==> src/rtl/uart_pkg.sv <==
// Shared UART definitions used by the transmitter and by the receive stage
// (receiver_timing_and_shift_register).
//   - uart_state_e : state encodings common to both ends of the link
//   - WLS_*        : word-length select codes
//   - word_mask()  : mask of the data bits actually present for a WLS code
//   - parity_expect(): expected parity bit for a word under PEN/EPS/SP rules
//   - rx_dbg_t     : receiver debug view (FSM state and latched frame config)
// Optional feature macro used elsewhere in this slice: RX_BREAK_DETECT_EN.
package uart_pkg;

  typedef enum logic [2:0] {
    RESET      = 3'b000,
    IDLE       = 3'b010,
    START_BIT  = 3'b011,
    DATA_BITS  = 3'b100,
    PARITY_BIT = 3'b101,
    STOP_BIT   = 3'b110
  } uart_state_e;

  localparam logic [1:0] WLS_5 = 2'b00;
  localparam logic [1:0] WLS_6 = 2'b01;
  localparam logic [1:0] WLS_7 = 2'b10;
  localparam logic [1:0] WLS_8 = 2'b11;

  typedef struct packed {
    uart_state_e state;
    logic [2:0]  bit_idx;
    logic        pen;
    logic        eps;
    logic        sp;
    logic        stb;
    logic [1:0]  wls;
  } rx_dbg_t;

  function automatic logic [7:0] word_mask(input logic [1:0] wls);
    logic [7:0] m;
    case (wls)
      WLS_5:   m = 8'h1F;
      WLS_6:   m = 8'h3F;
      WLS_7:   m = 8'h7F;
      default: m = 8'hFF;
    endcase
    return m;
  endfunction

  // Expected parity bit. EPS=1 selects even parity (bit makes the total
  // count of ones even); stick parity forces the bit to ~EPS.
  function automatic logic parity_expect(input logic [7:0] data,
                                         input logic [1:0] wls,
                                         input logic       eps,
                                         input logic       sp);
    logic [7:0] w;
    w = data & word_mask(wls);
    if (sp) return ~eps;
    return eps ? ^w : ~^w;
  endfunction

endpackage

==> src/rtl/receiver_timing_and_shift_register_if.sv <==
// Bus between the UART receive stage and its environment.
//   master : drives the serial line and line control, consumes the results
//   slave  : the receiver
// Signals: rx, PEN, EPS, SP, STB, WLS (line side); data_out, valid, busy,
// parity_error, framing_error and, with RX_BREAK_DETECT_EN, break_detect.
//
// Handshake: valid is a one-cycle strobe with no back-pressure (there is no
// ready). data_out, parity_error, framing_error (and break_detect) are only
// meaningful in the cycle valid=1; the consumer must take them that cycle.
// data_out alone holds its value until the next valid.
interface receiver_timing_and_shift_register_if;
  logic       rx;
  logic       PEN;
  logic       EPS;
  logic       SP;
  logic       STB;
  logic [1:0] WLS;
  logic [7:0] data_out;
  logic       valid;
  logic       busy;
  logic       parity_error;
  logic       framing_error;
`ifdef RX_BREAK_DETECT_EN
  logic       break_detect;
`endif

  modport master (
    output rx, PEN, EPS, SP, STB, WLS,
    input  data_out, valid, busy, parity_error, framing_error
`ifdef RX_BREAK_DETECT_EN
    , break_detect
`endif
  );

  modport slave (
    input  rx, PEN, EPS, SP, STB, WLS,
    output data_out, valid, busy, parity_error, framing_error
`ifdef RX_BREAK_DETECT_EN
    , break_detect
`endif
  );
endinterface

==> src/rtl/receiver_timing_and_shift_register_sample_tick.sv <==
// rx_sample_tick: front end of the UART receiver.
//   - optional synchronizer (SYNC_STAGES flops, 0 = use rx directly)
//   - line history flop and falling-edge detect (history updated every clock)
//   - oversampling tick counter: tick when cnt==OSR-1, mid when cnt==OSR/2-1
// Ports:
//   m_clk, reset  : clock, synchronous active-high reset
//   rx_i          : raw serial line
//   cnt_clr_i     : restart the tick counter at 0 next cycle
//   rx_s_o        : line value as seen by the FSM
//   fall_o        : previous sample 1, current sample 0
//   tick_o, mid_o : bit-sample point and start-bit mid point
module rx_sample_tick #(
  parameter int OSR         = 1,
  parameter int SYNC_STAGES = 0
) (
  input  logic m_clk,
  input  logic reset,
  input  logic rx_i,
  input  logic cnt_clr_i,
  output logic rx_s_o,
  output logic fall_o,
  output logic tick_o,
  output logic mid_o
);

  localparam int CW = (OSR > 1) ? $clog2(OSR) : 1;
  localparam logic [CW-1:0] LAST = CW'(OSR - 1);
  localparam logic [CW-1:0] MID  = (OSR > 1) ? CW'(OSR / 2 - 1) : '0;

  logic          hist_q;
  logic [CW-1:0] cnt_q;

  generate
    if (SYNC_STAGES == 0) begin : g_nosync
      assign rx_s_o = rx_i;
    end else begin : g_sync
      logic [SYNC_STAGES-1:0] sync_q;
      // Line idles high, so the chain resets to 1 to avoid a false edge.
      always_ff @(posedge m_clk) begin
        if (reset) begin
          sync_q <= '1;
        end else begin
          sync_q[0] <= rx_i;
          for (int i = 1; i < SYNC_STAGES; i++) sync_q[i] <= sync_q[i-1];
        end
      end
      assign rx_s_o = sync_q[SYNC_STAGES-1];
    end
  endgenerate

  always_ff @(posedge m_clk) begin
    if (reset) begin
      hist_q <= 1'b1;
      cnt_q  <= '0;
    end else begin
      hist_q <= rx_s_o;
      if (cnt_clr_i || cnt_q == LAST) cnt_q <= '0;
      else                            cnt_q <= cnt_q + 1'b1;
    end
  end

  assign fall_o = hist_q & ~rx_s_o;
  // With OSR=1 the counter is pinned at 0, so every cycle is a tick.
  assign tick_o = (cnt_q == LAST);
  assign mid_o  = (cnt_q == MID);

endmodule

==> src/rtl/receiver_timing_and_shift_register.sv <==
// receiver_timing_and_shift_register: UART receive stage.
// Detects a start bit, shifts in 5-8 data bits LSB first, checks optional
// parity and the first stop bit, and reports the word with a one-cycle valid.
// Parameters: OSR (1, 4, 8, 16 clocks per bit), SYNC_STAGES (0 or 2).
// Ports:
//   m_clk, reset : clock, synchronous active-high reset
//   bus          : receiver_timing_and_shift_register_if.slave
//   dbg_o        : FSM state, bit index and latched frame configuration
// Optional feature: RX_BREAK_DETECT_EN adds bus.break_detect, pulsed with
// valid when data, parity (if enabled) and stop bit were all 0.
module receiver_timing_and_shift_register
  import uart_pkg::*;
#(
  parameter int OSR         = 1,
  parameter int SYNC_STAGES = 0
) (
  input  logic                                 m_clk,
  input  logic                                 reset,
  receiver_timing_and_shift_register_if.slave  bus,
  output rx_dbg_t                              dbg_o
);

  logic rx_s, fall, tick, mid, cnt_clr;

  rx_sample_tick #(.OSR(OSR), .SYNC_STAGES(SYNC_STAGES)) u_tick (
    .m_clk     (m_clk),
    .reset     (reset),
    .rx_i      (bus.rx),
    .cnt_clr_i (cnt_clr),
    .rx_s_o    (rx_s),
    .fall_o    (fall),
    .tick_o    (tick),
    .mid_o     (mid)
  );

  uart_state_e state_q, state_d;
  logic [2:0]  bit_idx_q, bit_idx_d;
  logic [7:0]  shift_q, shift_d;
  logic        pen_q, pen_d, eps_q, eps_d, sp_q, sp_d, stb_q, stb_d;
  logic [1:0]  wls_q, wls_d;
  logic        par_err_q, par_err_d;
  logic [7:0]  data_out_q, data_out_d;
  logic        valid_q, valid_d;
  logic        busy_q, busy_d;
  logic        perr_q, perr_d;
  logic        ferr_q, ferr_d;
`ifdef RX_BREAK_DETECT_EN
  logic        par_bit_q, par_bit_d;
  logic        brk_q, brk_d;
`endif

  always_ff @(posedge m_clk) begin
    if (reset) begin
      state_q    <= IDLE;
      bit_idx_q  <= '0;
      shift_q    <= '0;
      pen_q      <= 1'b0;
      eps_q      <= 1'b0;
      sp_q       <= 1'b0;
      stb_q      <= 1'b0;
      wls_q      <= '0;
      par_err_q  <= 1'b0;
      data_out_q <= '0;
      valid_q    <= 1'b0;
      busy_q     <= 1'b0;
      perr_q     <= 1'b0;
      ferr_q     <= 1'b0;
`ifdef RX_BREAK_DETECT_EN
      par_bit_q  <= 1'b0;
      brk_q      <= 1'b0;
`endif
    end else begin
      state_q    <= state_d;
      bit_idx_q  <= bit_idx_d;
      shift_q    <= shift_d;
      pen_q      <= pen_d;
      eps_q      <= eps_d;
      sp_q       <= sp_d;
      stb_q      <= stb_d;
      wls_q      <= wls_d;
      par_err_q  <= par_err_d;
      data_out_q <= data_out_d;
      valid_q    <= valid_d;
      busy_q     <= busy_d;
      perr_q     <= perr_d;
      ferr_q     <= ferr_d;
`ifdef RX_BREAK_DETECT_EN
      par_bit_q  <= par_bit_d;
      brk_q      <= brk_d;
`endif
    end
  end

  always_comb begin
    state_d    = state_q;
    bit_idx_d  = bit_idx_q;
    shift_d    = shift_q;
    pen_d      = pen_q;
    eps_d      = eps_q;
    sp_d       = sp_q;
    stb_d      = stb_q;
    wls_d      = wls_q;
    par_err_d  = par_err_q;
    data_out_d = data_out_q;
    busy_d     = busy_q;
    valid_d    = 1'b0;
    perr_d     = 1'b0;
    ferr_d     = 1'b0;
    cnt_clr    = 1'b0;
`ifdef RX_BREAK_DETECT_EN
    par_bit_d  = par_bit_q;
    brk_d      = 1'b0;
`endif

    case (state_q)
      IDLE: begin
        // Edge-triggered: a line stuck low cannot start a second frame.
        if (fall) begin
          pen_d     = bus.PEN;
          eps_d     = bus.EPS;
          sp_d      = bus.SP;
          stb_d     = bus.STB;
          wls_d     = bus.WLS;
          busy_d    = 1'b1;
          shift_d   = '0;
          bit_idx_d = '0;
          par_err_d = 1'b0;
          cnt_clr   = 1'b1;
          // Without oversampling the edge sample itself is the start bit.
          state_d   = (OSR == 1) ? DATA_BITS : START_BIT;
        end
      end

      START_BIT: begin
        if (mid) begin
          if (!rx_s) begin
            cnt_clr = 1'b1;
            state_d = DATA_BITS;
          end else begin
            busy_d  = 1'b0;
            state_d = IDLE;
          end
        end
      end

      DATA_BITS: begin
        if (tick) begin
          shift_d[bit_idx_q] = rx_s;
          bit_idx_d          = bit_idx_q + 3'd1;
          // Last data index is WLS+4, i.e. {1, WLS}.
          if (bit_idx_q == {1'b1, wls_q}) state_d = pen_q ? PARITY_BIT : STOP_BIT;
        end
      end

      PARITY_BIT: begin
        if (tick) begin
          par_err_d = rx_s ^ parity_expect(shift_q, wls_q, eps_q, sp_q);
`ifdef RX_BREAK_DETECT_EN
          par_bit_d = rx_s;
`endif
          state_d   = STOP_BIT;
        end
      end

      STOP_BIT: begin
        if (tick) begin
          ferr_d     = ~rx_s;
          perr_d     = par_err_q;
          data_out_d = shift_q;
          valid_d    = 1'b1;
          busy_d     = 1'b0;
`ifdef RX_BREAK_DETECT_EN
          brk_d      = ~rx_s & (shift_q == 8'h00) & ~(pen_q & par_bit_q);
`endif
          state_d    = IDLE;
        end
      end

      default: begin
        busy_d  = 1'b0;
        state_d = IDLE;
      end
    endcase
  end

  assign bus.data_out      = data_out_q;
  assign bus.valid         = valid_q;
  assign bus.busy          = busy_q;
  assign bus.parity_error  = perr_q;
  assign bus.framing_error = ferr_q;
`ifdef RX_BREAK_DETECT_EN
  assign bus.break_detect  = brk_q;
`endif

  assign dbg_o = '{state: state_q, bit_idx: bit_idx_q, pen: pen_q, eps: eps_q,
                   sp: sp_q, stb: stb_q, wls: wls_q};

endmodule

==> src/flat_wrapper.sv <==
// flat-port wrapper written by rule: the top's interface ports become plain ports
module receiver_timing_and_shift_register_flat import uart_pkg::*;
#(
  parameter int OSR         = 1,
  parameter int SYNC_STAGES = 0
)
  (m_clk, reset, dbg_o, bus_rx, bus_PEN, bus_EPS, bus_SP, bus_STB, bus_WLS, bus_data_out, bus_valid, bus_busy, bus_parity_error, bus_framing_error);
  receiver_timing_and_shift_register_if bus_i ();
  input  logic m_clk;
  input  logic reset;
  output rx_dbg_t dbg_o;
  input wire logic [$bits(bus_i.rx)-1:0] bus_rx;
  input wire logic [$bits(bus_i.PEN)-1:0] bus_PEN;
  input wire logic [$bits(bus_i.EPS)-1:0] bus_EPS;
  input wire logic [$bits(bus_i.SP)-1:0] bus_SP;
  input wire logic [$bits(bus_i.STB)-1:0] bus_STB;
  input wire logic [$bits(bus_i.WLS)-1:0] bus_WLS;
  output wire logic [$bits(bus_i.data_out)-1:0] bus_data_out;
  output wire logic [$bits(bus_i.valid)-1:0] bus_valid;
  output wire logic [$bits(bus_i.busy)-1:0] bus_busy;
  output wire logic [$bits(bus_i.parity_error)-1:0] bus_parity_error;
  output wire logic [$bits(bus_i.framing_error)-1:0] bus_framing_error;
  assign bus_i.rx = bus_rx;
  assign bus_i.PEN = bus_PEN;
  assign bus_i.EPS = bus_EPS;
  assign bus_i.SP = bus_SP;
  assign bus_i.STB = bus_STB;
  assign bus_i.WLS = bus_WLS;
  assign bus_data_out = bus_i.data_out;
  assign bus_valid = bus_i.valid;
  assign bus_busy = bus_i.busy;
  assign bus_parity_error = bus_i.parity_error;
  assign bus_framing_error = bus_i.framing_error;
  receiver_timing_and_shift_register #(.OSR(OSR), .SYNC_STAGES(SYNC_STAGES)) u_core (.m_clk(m_clk), .reset(reset), .bus(bus_i), .dbg_o(dbg_o));
endmodule
==> config.mk <==
export PLATFORM = sky130hd
export DESIGN_NAME = receiver_timing_and_shift_register_flat
export DESIGN_NICKNAME = d
export VERILOG_FILES = /design/src/rtl/uart_pkg.sv /design/src/rtl/receiver_timing_and_shift_register_if.sv /design/src/rtl/receiver_timing_and_shift_register_sample_tick.sv /design/src/rtl/receiver_timing_and_shift_register.sv /design/src/flat_wrapper.sv
export SDC_FILE = /design/constraint.sdc
export NUM_CORES = 1
export LEC_CHECK = 0
export CAP_MARGIN = 20
export CORE_AREA = 3 3 62 64
export CTS_BUF_LIST = sky130_fd_sc_hd__clkbuf_4 sky130_fd_sc_hd__clkbuf_8 sky130_fd_sc_hd__clkbuf_16
export CTS_CLUSTER_DIAMETER = 30
export CTS_CLUSTER_SIZE = 25
export DETAILED_ROUTE_END_ITERATION = 10
export DIE_AREA = 0 0 65 67
export PLACE_DENSITY = 0.83
export REMOVE_ABC_BUFFERS = 1
export SETUP_SLACK_MARGIN = 0.15
export SLEW_MARGIN = 20
export SYNTH_ARGS = -nofsm -noshare
export SYNTH_HDL_FRONTEND = slang
export SYNTH_SLANG_ARGS = --single-unit
==> constraint.sdc <==
create_clock -name m_clk -period 2.2 [get_ports m_clk]
set_input_delay 0.33 -clock m_clk [delete_from_list [all_inputs] [get_ports m_clk]]
set_output_delay 0.33 -clock m_clk [all_outputs]
set_load 0.01 [all_outputs]
# Yosys cells after proc, flatten, opt, wreduce, memory -nomap -nowiden
# Index checks and enable logic that the tools add are counted.
[totals]
reg_bits = 35
in_bits = 9
out_inout_bits = 24
wordCells = 102
[op_classes]
add_sub_neg = 2
n_lt_le_gt_ge = 2
n_eq_ne = 15
muxes = 42
n_bitwise = 8
n_reduce_logical = 17
[op_table]
columns = ["cell", "n"]
rows = [
  ["$mux 8", 4],
  ["$mux 3", 9],
  ["$pmux 8 s3", 1],
  ["$mux 1", 19],
  ["$pmux 8 s2", 1],
  ["$pmux 3 s5", 1],
  ["$ne 2x2->1 const B", 5],
  ["$eq 3x3->1 const B", 3],
  ["$and 8x8->8", 1],
  ["$bwmux 8", 1],
  ["$reduce_xnor 8->1", 1],
  ["$reduce_xor 8->1", 1],
  ["$eq 3x2->1 const B", 2],
  ["$pmux 3 s2", 1],
  ["$reduce_and 3->1", 2],
  ["$reduce_and 6->1", 1],
  ["$reduce_or 2->1", 3],
  ["$not 1->1", 5],
  ["$reduce_and 5->1", 1],
  ["$lt 3x4->1 const B", 1],
  ["$ne 2x1->1 const B", 2],
  ["$pmux 1 s2", 2],
  ["$pmux 1 s4", 1],
  ["$reduce_and 2->1", 2],
  ["15 further kinds", 16],
]

# Longest topological paths before layout
[depth]
depth_word = 13
depth_mapped = 7
depth_no_buf = 5

# Cells and area by module
# From an unflattened synthesis, not the netlist that was laid out.
[unflattened]
hier_cells = 197
hier_area_um2 = 1646.6
[by_module_without_submodules]
columns = ["mod", "n_inst", "cells_each", "area_each_um2", "seq_area_each_um2"]
rows = [
  ["receiver_timing_and_shift_register", 1, 189, 1569.0, 660.6],
  ["rx_sample_tick", 1, 8, 77.6, 40.0],
]

# Worst setup path before layout
# Ideal clock, no wire load.
[synth_timing]
kind = "input-to-reg"
start = "input bus_rx"
end = "register u_core.shift_q[2]"
setup_ps = 65
arrival_ps = 1627
required_ps = 2135
setup_slack_ps = 508
stages = 6
path_buffers = 1
cell_sequence = "buf_4 and4bb_2 o21ai_2 nor4b_1 mux2_2 nor2_1"
[synth_via]
elab_chain_cells = 4
elab_cells_between_ends = 7
classes_between = "eq/ne (1); mux (3); bitwise (2); reduce/logical (1)"
[synth_rtl]
columns = ["item", "line", "rtl"]
rows = [
  ["start, declared", "flat_wrapper.sv:12", "input wire logic [$bits(bus_i.rx)-1:0] bus_rx;"],
  ["$not 1->1", "receiver_timing_and_shift_register_sample_tick.sv:62", "assign fall_o = hist_q & ~rx_s_o;"],
  ["$and 1x1->1", "receiver_timing_and_shift_register_sample_tick.sv:62", ""],
  ["$ne 2x1->1 (no line)", "n/a", ""],
  ["$reduce_and 3->1 (no line)", "n/a", ""],
  ["end signal, assigned", "receiver_timing_and_shift_register.sv:75", "shift_q <= shift_d;"],
  ["end, declared", "receiver_timing_and_shift_register.sv:38", "logic [7:0] shift_q, shift_d;"],
]
# Several ways; a longest one is shown, not always the timed one. The select of a mux whose other input is x is not followed.
# A chain may end at the register's enable or synchronous reset.

# Worst setup path in the final report
[layout_timing]
start = "register u_core.bit_idx_q[0]"
end = "output dbg_o[6] in the netlist's numbering"
[layout_rtl]
columns = ["item", "line", "rtl"]
rows = [
  ["start, declared", "receiver_timing_and_shift_register.sv:37", "logic [2:0] bit_idx_q, bit_idx_d;"],
  ["start signal, assigned", "receiver_timing_and_shift_register.sv:74", "bit_idx_q <= bit_idx_d;"],
  ["end, declared", "flat_wrapper.sv:11", "output rx_dbg_t dbg_o;"],
]
# No word-level cell between the ends.

==> metrics.cfg <==
[global_route]
overflow = 0
grt_pass1_wl_mm = 6.01
grt_max_degree = 28
antenna_found_initial = 0
track_usage_pct = 18.6
grt_pass1_vias = 1255

[run_status]
status = finished, final reports clean

[synthesis]
synth-seq-cells = 35
synthArstFlopShare_pct = 0
synth_top_area_cell = dfxtp_1
synth-edff-count = 0
synth_cells = 201
synth.distinct_cells = 44
synth-main-ff-cell = dfxtp_1
synth_area_leaders = dfxtp_1, nand2_1, a21oi_1, xnor2_1, nor2_1
synthesis.area_um2 = 1640
ys_seq_area_share_pct = 42.8
syn_avg_cell_area_um2 = 8.14
synth_top_area_share_pct = 42.8
yosysWarningCount = 0

[die]
dieArea_um2 = 4360
core_area_um2 = 3340
row_count = 21
start_util_pct = 49.0
die_width_um = 65
die_h_um = 67
io-pin-count = 33

[power_and_ir_drop]
switching_share_pct = 33.4
ir_drop_uv = 411
power_frac_comb_pct = 30.8
internal_power_mw = 1.07
p_switching_mw = 0.534
power.share.clock_pct = 22.6
p_seq_share_pct = 46.6
p_leak_nw = 0.719
pwr_density_cell_nw_per_um2 = 775

[routing]
dr.pass1.iters = 4
met3WireLength_um = 224
drt_iter0_markers = 46
ant_nets = 0
wl_met2_mm = 1.79
via_per_inst = 5.29
drc = 0
routed.top_layer = met4
finalWirelength_mm = 3.68
vias = 1486
m1WireLength_mm = 1.59
avgRoutedWirePerCell_um = 13.1

[layout]
fin_cells = 281
nets = 244
final_cell_mix = nand2_1, dfxtp_1, clkdlybuf4s50_1
post-route-util_pct = 61.8
fill_cells = 317
area_growth_pct = 26.2
multi_input_area_um2 = 837
layout_commonest_cell = nand2_1
drive_gt1_share_pct = 10.2
antenna_cells = 0
seq_area_um2 = 701

[timing]
period_minus_slack_ns = 1.89
rsz0062_at_grt = false
timing_hold_violations_final = 0
period_share_pct = 86.1
slew_violations = 0
setup_viol = 0
setup_tns_ns = 0
fin_skew_ns = 0.00498
fmax_ghz = 0.528

[worst_setup_path]
r2r_start = u_core.shift_q[5]
reg2reg_slack_ns = 0.41
endpoint_kind = primary output
worst-path-max-fanout = 12
required_ns = 1.87
path_cells = clkdlybuf4s50_1
arrival_ns = 1.56
crit_buf_inv = 1
reg2reg_depth = 5
critPathMaxStageDelay_ns = 0.62
startpoint_type = flip-flop
path_delay_family = buffers and inverters
r2r-end = u_core.par_err_q
cp_slowest_cell = clkdlybuf4s50_1
crit_type = reg2out

[clock_network]
cts_buffers = 5
h-tree-depth = 2
clock_path_buffers = 2
cts_root_buffer = clkbuf_4
clk_transition_reported_paths_ns = 0.10
ctsResizeCount = 0
postCtsSetupRepairBufs = 0
clkSinkCount = 35
holdBufCountCts = 0
insertion_delay_ns = 0.35
tritoncts = done

[place]
portBuffers = 32
dp_hpwl_mm = 2.63
routabilityCongestion = 0.814
placed_cells = 273

[min_path]
worst_hold_path.endpoint = u_core.bus.data_out[1]
worst_hold_startpoint = u_core.bus.data_out[1]
hold-path-cell-count = 2
hp-class = reg2reg

[run]
max_cap_viol_count = 0

## layout make-up
class,count,share of cell area (%)
multi-input combinational,146,40.6
sequential,35,34.0
timing repair buffer,42,19.2
tap,46,2.79
clock buffer,7,2.55
inverter,4,0.728
clock inverter,1,0.243
## registers in the layout (all words and copies together), names as in the netlist
| register | flops |
|---|---|
| u_core.shift_q | 8 |
| u_core.u_tick.hist_q | 1 |
| u_core.pen_q | 1 |
| u_core.sp_q | 1 |
| u_core.bus.parity_error | 1 |
| u_core.u_tick.cnt_q | 1 |
| u_core.stb_q | 1 |
| u_core.bit_idx_q | 3 |
| u_core.bus.framing_error | 1 |
| u_core.par_err_q | 1 |
| u_core.eps_q | 1 |
| u_core.wls_q | 2 |
| u_core.bus.valid | 1 |
| u_core.bus.data_out | 8 |
| u_core.state_q | 3 |
| u_core.bus.busy | 1 |
## power groups by stage
stage | Combinational, mW | Sequential, mW | Clock [mW]
6_report | 0.492 | 0.746 | 0.362
4_1_cts | 0.493 | 0.745 | 0.369
2_1_floorplan | 0.227 | 0.768 | 0
3_3_place_gp | 0.477 | 0.758 | 0
3_5_place_dp | 0.489 | 0.759 | 0
5_1_grt | 0.539 | 0.756 | 0.398
## synthesized netlist by cell type (2+ instances only)
| cell | count |
|---|---|
| a21oi_1 | 26 |
| a22oi_1 | 3 |
| and2_1 | 3 |
| and3b_1 | 3 |
| buf_2 | 2 |
| buf_4 | 5 |
| clkbuf_1 | 8 |
| dfxtp_1 | 35 |
| inv_1 | 4 |
| mux2_2 | 2 |
| nand2_1 | 37 |
| nand2b_1 | 2 |
| nand3_1 | 4 |
| nor2_1 | 14 |
| nor3_1 | 6 |
| nor3b_1 | 5 |
| nor4_1 | 2 |
| nor4b_1 | 2 |
| o211ai_1 | 2 |
| o21ai_0 | 6 |
| xnor2_1 | 7 |
## tightest hold or removal path: cells and delay by family, from the launching register on
| kind | cells | cell delay [ns] |
|---|---|---|
| DFF | 1 | 0.32 |
| and+or+nand+nor | 1 | 0.05 |
| AOI/OAI and AO/OA | 1 | 0.05 |
## kinds of logic after synthesis
logic type / after synthesis / synth area share, %
compound gates: 44 / 15.5
other cells: 1 / 0.229
buf+inv: 20 / 5.97
flops: 35 / 42.8
xor+xnor: 9 / 5.66
simple gates: 88 / 27.0
fa+ha+maj: 1 / 0.765
mux: 3 / 1.99
## metal layers
layer / vias to the layer above / track usage [%]
met1: 679 / 22.8
met5: - / 0
li1: 747 / -
met2: 55 / 29.6
met4: 0 / 8.44
met3: 5 / 5.73
## through the flow
| step | cell area [µm²] | power [mW] | hold slack, ns | setup WS [ns] |
|---|---|---|---|---|
| floorplan | 1550 | 0.996 | 0.399 | 0.532 |
| global placement | 2010 | 1.23 | 0.436 | 0.219 |
| detailed placement | 2010 | 1.25 | 0.448 | 0.183 |
| CTS | 2060 | 1.61 | 0.462 | 0.290 |
| global route | 2060 | 1.69 | 0.482 | 0.218 |
| finish | 2060 | 1.60 | 0.458 | 0.305 |
## how the worst max path moves through the flow
stage                        endpoint                start  depth (start not counted)
floorplan            u_core.par_err_q      u_core.wls_q[0]                          5
global placement    u_core.shift_q[2]               bus_rx                          6
detailed placement  u_core.shift_q[2]               bus_rx                          6
CTS                          dbg_o[6]  u_core.bit_idx_q[0]                          1
global route                 dbg_o[6]  u_core.bit_idx_q[0]                          1
finish                       dbg_o[6]  u_core.bit_idx_q[0]                          1
(Power assumes the default switching activity.)
==> RTL change, RTL diff (same settings) <==
Register the output `dbg_o`, without a reset; this adds one clock of latency there. The other outputs are not delayed to match.
--- a/src/rtl/receiver_timing_and_shift_register.sv
+++ b/src/rtl/receiver_timing_and_shift_register.sv
@@ -193,6 +193,7 @@
 `endif
 
-  assign dbg_o = '{state: state_q, bit_idx: bit_idx_q, pen: pen_q, eps: eps_q,
-                   sp: sp_q, stb: stb_q, wls: wls_q};
+  always_ff @(posedge m_clk) begin
+    dbg_o <= '{state: state_q, bit_idx: bit_idx_q, pen: pen_q, eps: eps_q, sp: sp_q, stb: stb_q, wls: wls_q};
+  end
 
 endmodule
Behaviour: not the same (Yosys sat finds a counterexample within 4 cycles, from zero or initial values and one cycle with reset high).
==> RTL change against the original RTL <==
Wire length is 7.2% higher. Final area rose by 12%. Area after synthesis up 15%. Worst hold slack got worse by 0.099 ns. Setup slack worse by 0.016 ns. Sequential power rose by 27%. Power grew 10%. Non-clock buffer count is 3 lower. Sequential share of layout area increased by 6.7 points. Sequential cell count is 12 higher. Critical endpoint is now u_core.shift_q[7]. Largest cell class is now registers. Largest power group unchanged.
==> RTL change: results (changes against the original RTL) <==
* Share of layout cells above drive strength 1 at 10.4% (was 10.2%)
* Yosys warnings at 0 (unchanged)
* VDD IR max at 0.000504 V (was 0.000411 V)
* NetSw at 485 uW (was 534 uW)
* Number of global-route vias before repair at 1441 (was 1255)
* Largest net degree at the start of global routing at 30 (was 28)
* Pleak at 0.802 nW (was 0.719 nW)
* Post-synth top cells: 47 x dfxtp_1, 33 x nand2_1, 19 x a21oi_1 (was 37 x nand2_1, 35 x dfxtp_1, 26 x a21oi_1)
* DP Cell Count at 269 (was 273)
* Synth area leaders: dfxtp_1 50%, nand2_1 6.6%, a21oi_1 5.0%, xnor2_1 2.8%, a211oi_1 2.4% (was dfxtp_1 43%, nand2_1 8.5%, a21oi_1 8.0%, xnor2_1 3.7%, nor2_1 3.2%)
* Crit path DAT at 2.15 ns (was 1.56 ns)
* DPL Wire Length at 2820 um (was 2630 um)
* Class of the worst hold path: reg2reg (unchanged)
* Synth Flop Type: dfxtp_1 (unchanged)
* Cell family with most CP delay: compound AO/OA/AOI/OAI gates (was buffers and inverters)
* Skew final at 0.0162 ns (was 0.00498 ns)
* First-pass GRT wire length at 6580 um (was 6010 um)
* Async SR Flop Fraction at 0% (unchanged)
* 1st-iter DRT viols at 92 (was 46)
* ANT nets after route at 0 (unchanged)
* Antenna diodes at 0 (unchanged)
* Post-synthesis sequential area ratio at 49.9% (was 42.8%)
* Vias at 1554 (was 1486)
* Post-CTS sizing at 0 (unchanged)
* Largest reg by FF count: u_core.dbg_o
* CTS buffer count at 5 (unchanged)
* Clk pin slew, worst setup/hold paths at 0.13 ns (was 0.10 ns)
* Post-synthesis cell type count at 48 (was 44)
* Initial antenna violation count at 0 (unchanged)
* Clk_lat worst skew at 0.37 ns (was 0.35 ns)
* Clock Path Buffers at 2 (unchanged)
* Total track usage at 20.1% (was 18.6%)
* CTS H-Tree Depth at 2 (unchanged)
* Buffers added on ports at 32 (unchanged)
* WL per Instance at 14.2 um (was 13.1 um)
* Final nets at 240 (was 244)
* Global placer's final weighted congestion at 0.904 (was 0.814)
* Synthesized area per cell at 9.52 sq um (was 8.14 sq um)
* DRT Wirelength at 3950 um (was 3680 um)
* Root Driver: clkbuf_4 (unchanged)
* Slowest stage delay, CP at 0.60 ns (was 0.62 ns)
* Max FFs per register at 12
* Setup violations, final at 0 (unchanged)
* Slew @ Worst Pin at 0.585 ns
* Number of iterations in the first detailed-routing pass at 4 (unchanged)
* Status: completed (unchanged)
* Post-CTS setup buffer count at 0 (unchanged)
* Worst-path maximum fanout at 11 (was 12)
* Slowest CP cell: a2111oi_2 (was clkdlybuf4s50_1)
## RTL change: changes by cell type after synthesis, moves of 3 or more
cell	delta
buf_4	-5
nand2_1	-4
buf_2	+3
nor3b_1	-4
nor3_1	-4
a211oi_1	+5
a21oi_1	-7
dfxtp_1	+12
a32oi_1	+5
nor2_1	-3
nor2b_1	+3
nand3_1	-3
## RTL change: kinds of logic after synthesis
family          after synthesis  synth area share (%)
xor+xnor                     10                  5.38
simple gates                 67                  17.8
mux                           1                 0.531
fa+ha+maj                     1                 0.663
compound gates               52                  20.6
flops                        47                  49.9
other cells                   1                 0.199
buf+inv                      19                  4.98
## RTL change: layout make-up
| type | instances | area [sq um] |
|---|---|---|
| fillers | 264 | 1020 |
| flip-flops and latches | 47 | 941 |
| multi-input cells | 132 | 851 |
| repair buffers | 39 | 373 |
| clock buffers | 8 | 72.6 |
| well taps | 46 | 57.6 |
| inverters | 5 | 18.8 |
## RTL change: path summary, 6_finish.rpt
check / slack (ns) / startpoint / to / depth (start not counted)
max: 0.29 / u_core.state_q[1] / u_core.shift_q[7] / 3
min: 0.36 / u_core.stb_q / u_core.dbg_o[2] / 0
max reg2reg: 0.29 / u_core.state_q[1] / u_core.shift_q[7] / 3
min reg2reg: 0.36 / u_core.stb_q / u_core.dbg_o[2] / 0
## RTL change: through the flow
step                      worst slack, ns  util (%)  area, sq um  power, mW
after floorplan                     0.401         -         1810       1.17
after global placement              0.297      67.2         2240       1.31
after detailed placement            0.234      67.2         2240       1.32
after CTS                           0.291      69.3         2310       1.76
after global routing                0.180      69.3         2310       1.84
final                               0.289      69.3         2310       1.76
## RTL change: per-layer routing
metal	track usage (%)	vias to the layer above	share of wire [%]
met4	9.76	0	1.7
met3	5.40	7	6.4
met5	0	-	0
li1	-	768	-
met2	32.7	52	47
met1	24.6	727	45
## RTL change: power groups by stage
stage / clock, mW / sequential, mW / combinational [mW]
6_report: 0.457 / 0.948 / 0.354
5_1_grt: 0.496 / 0.956 / 0.386
4_1_cts: 0.462 / 0.948 / 0.354
3_5_place_dp: 0 / 0.967 / 0.353
3_3_place_gp: 0 / 0.965 / 0.345
2_1_floorplan: 0 / 0.980 / 0.185
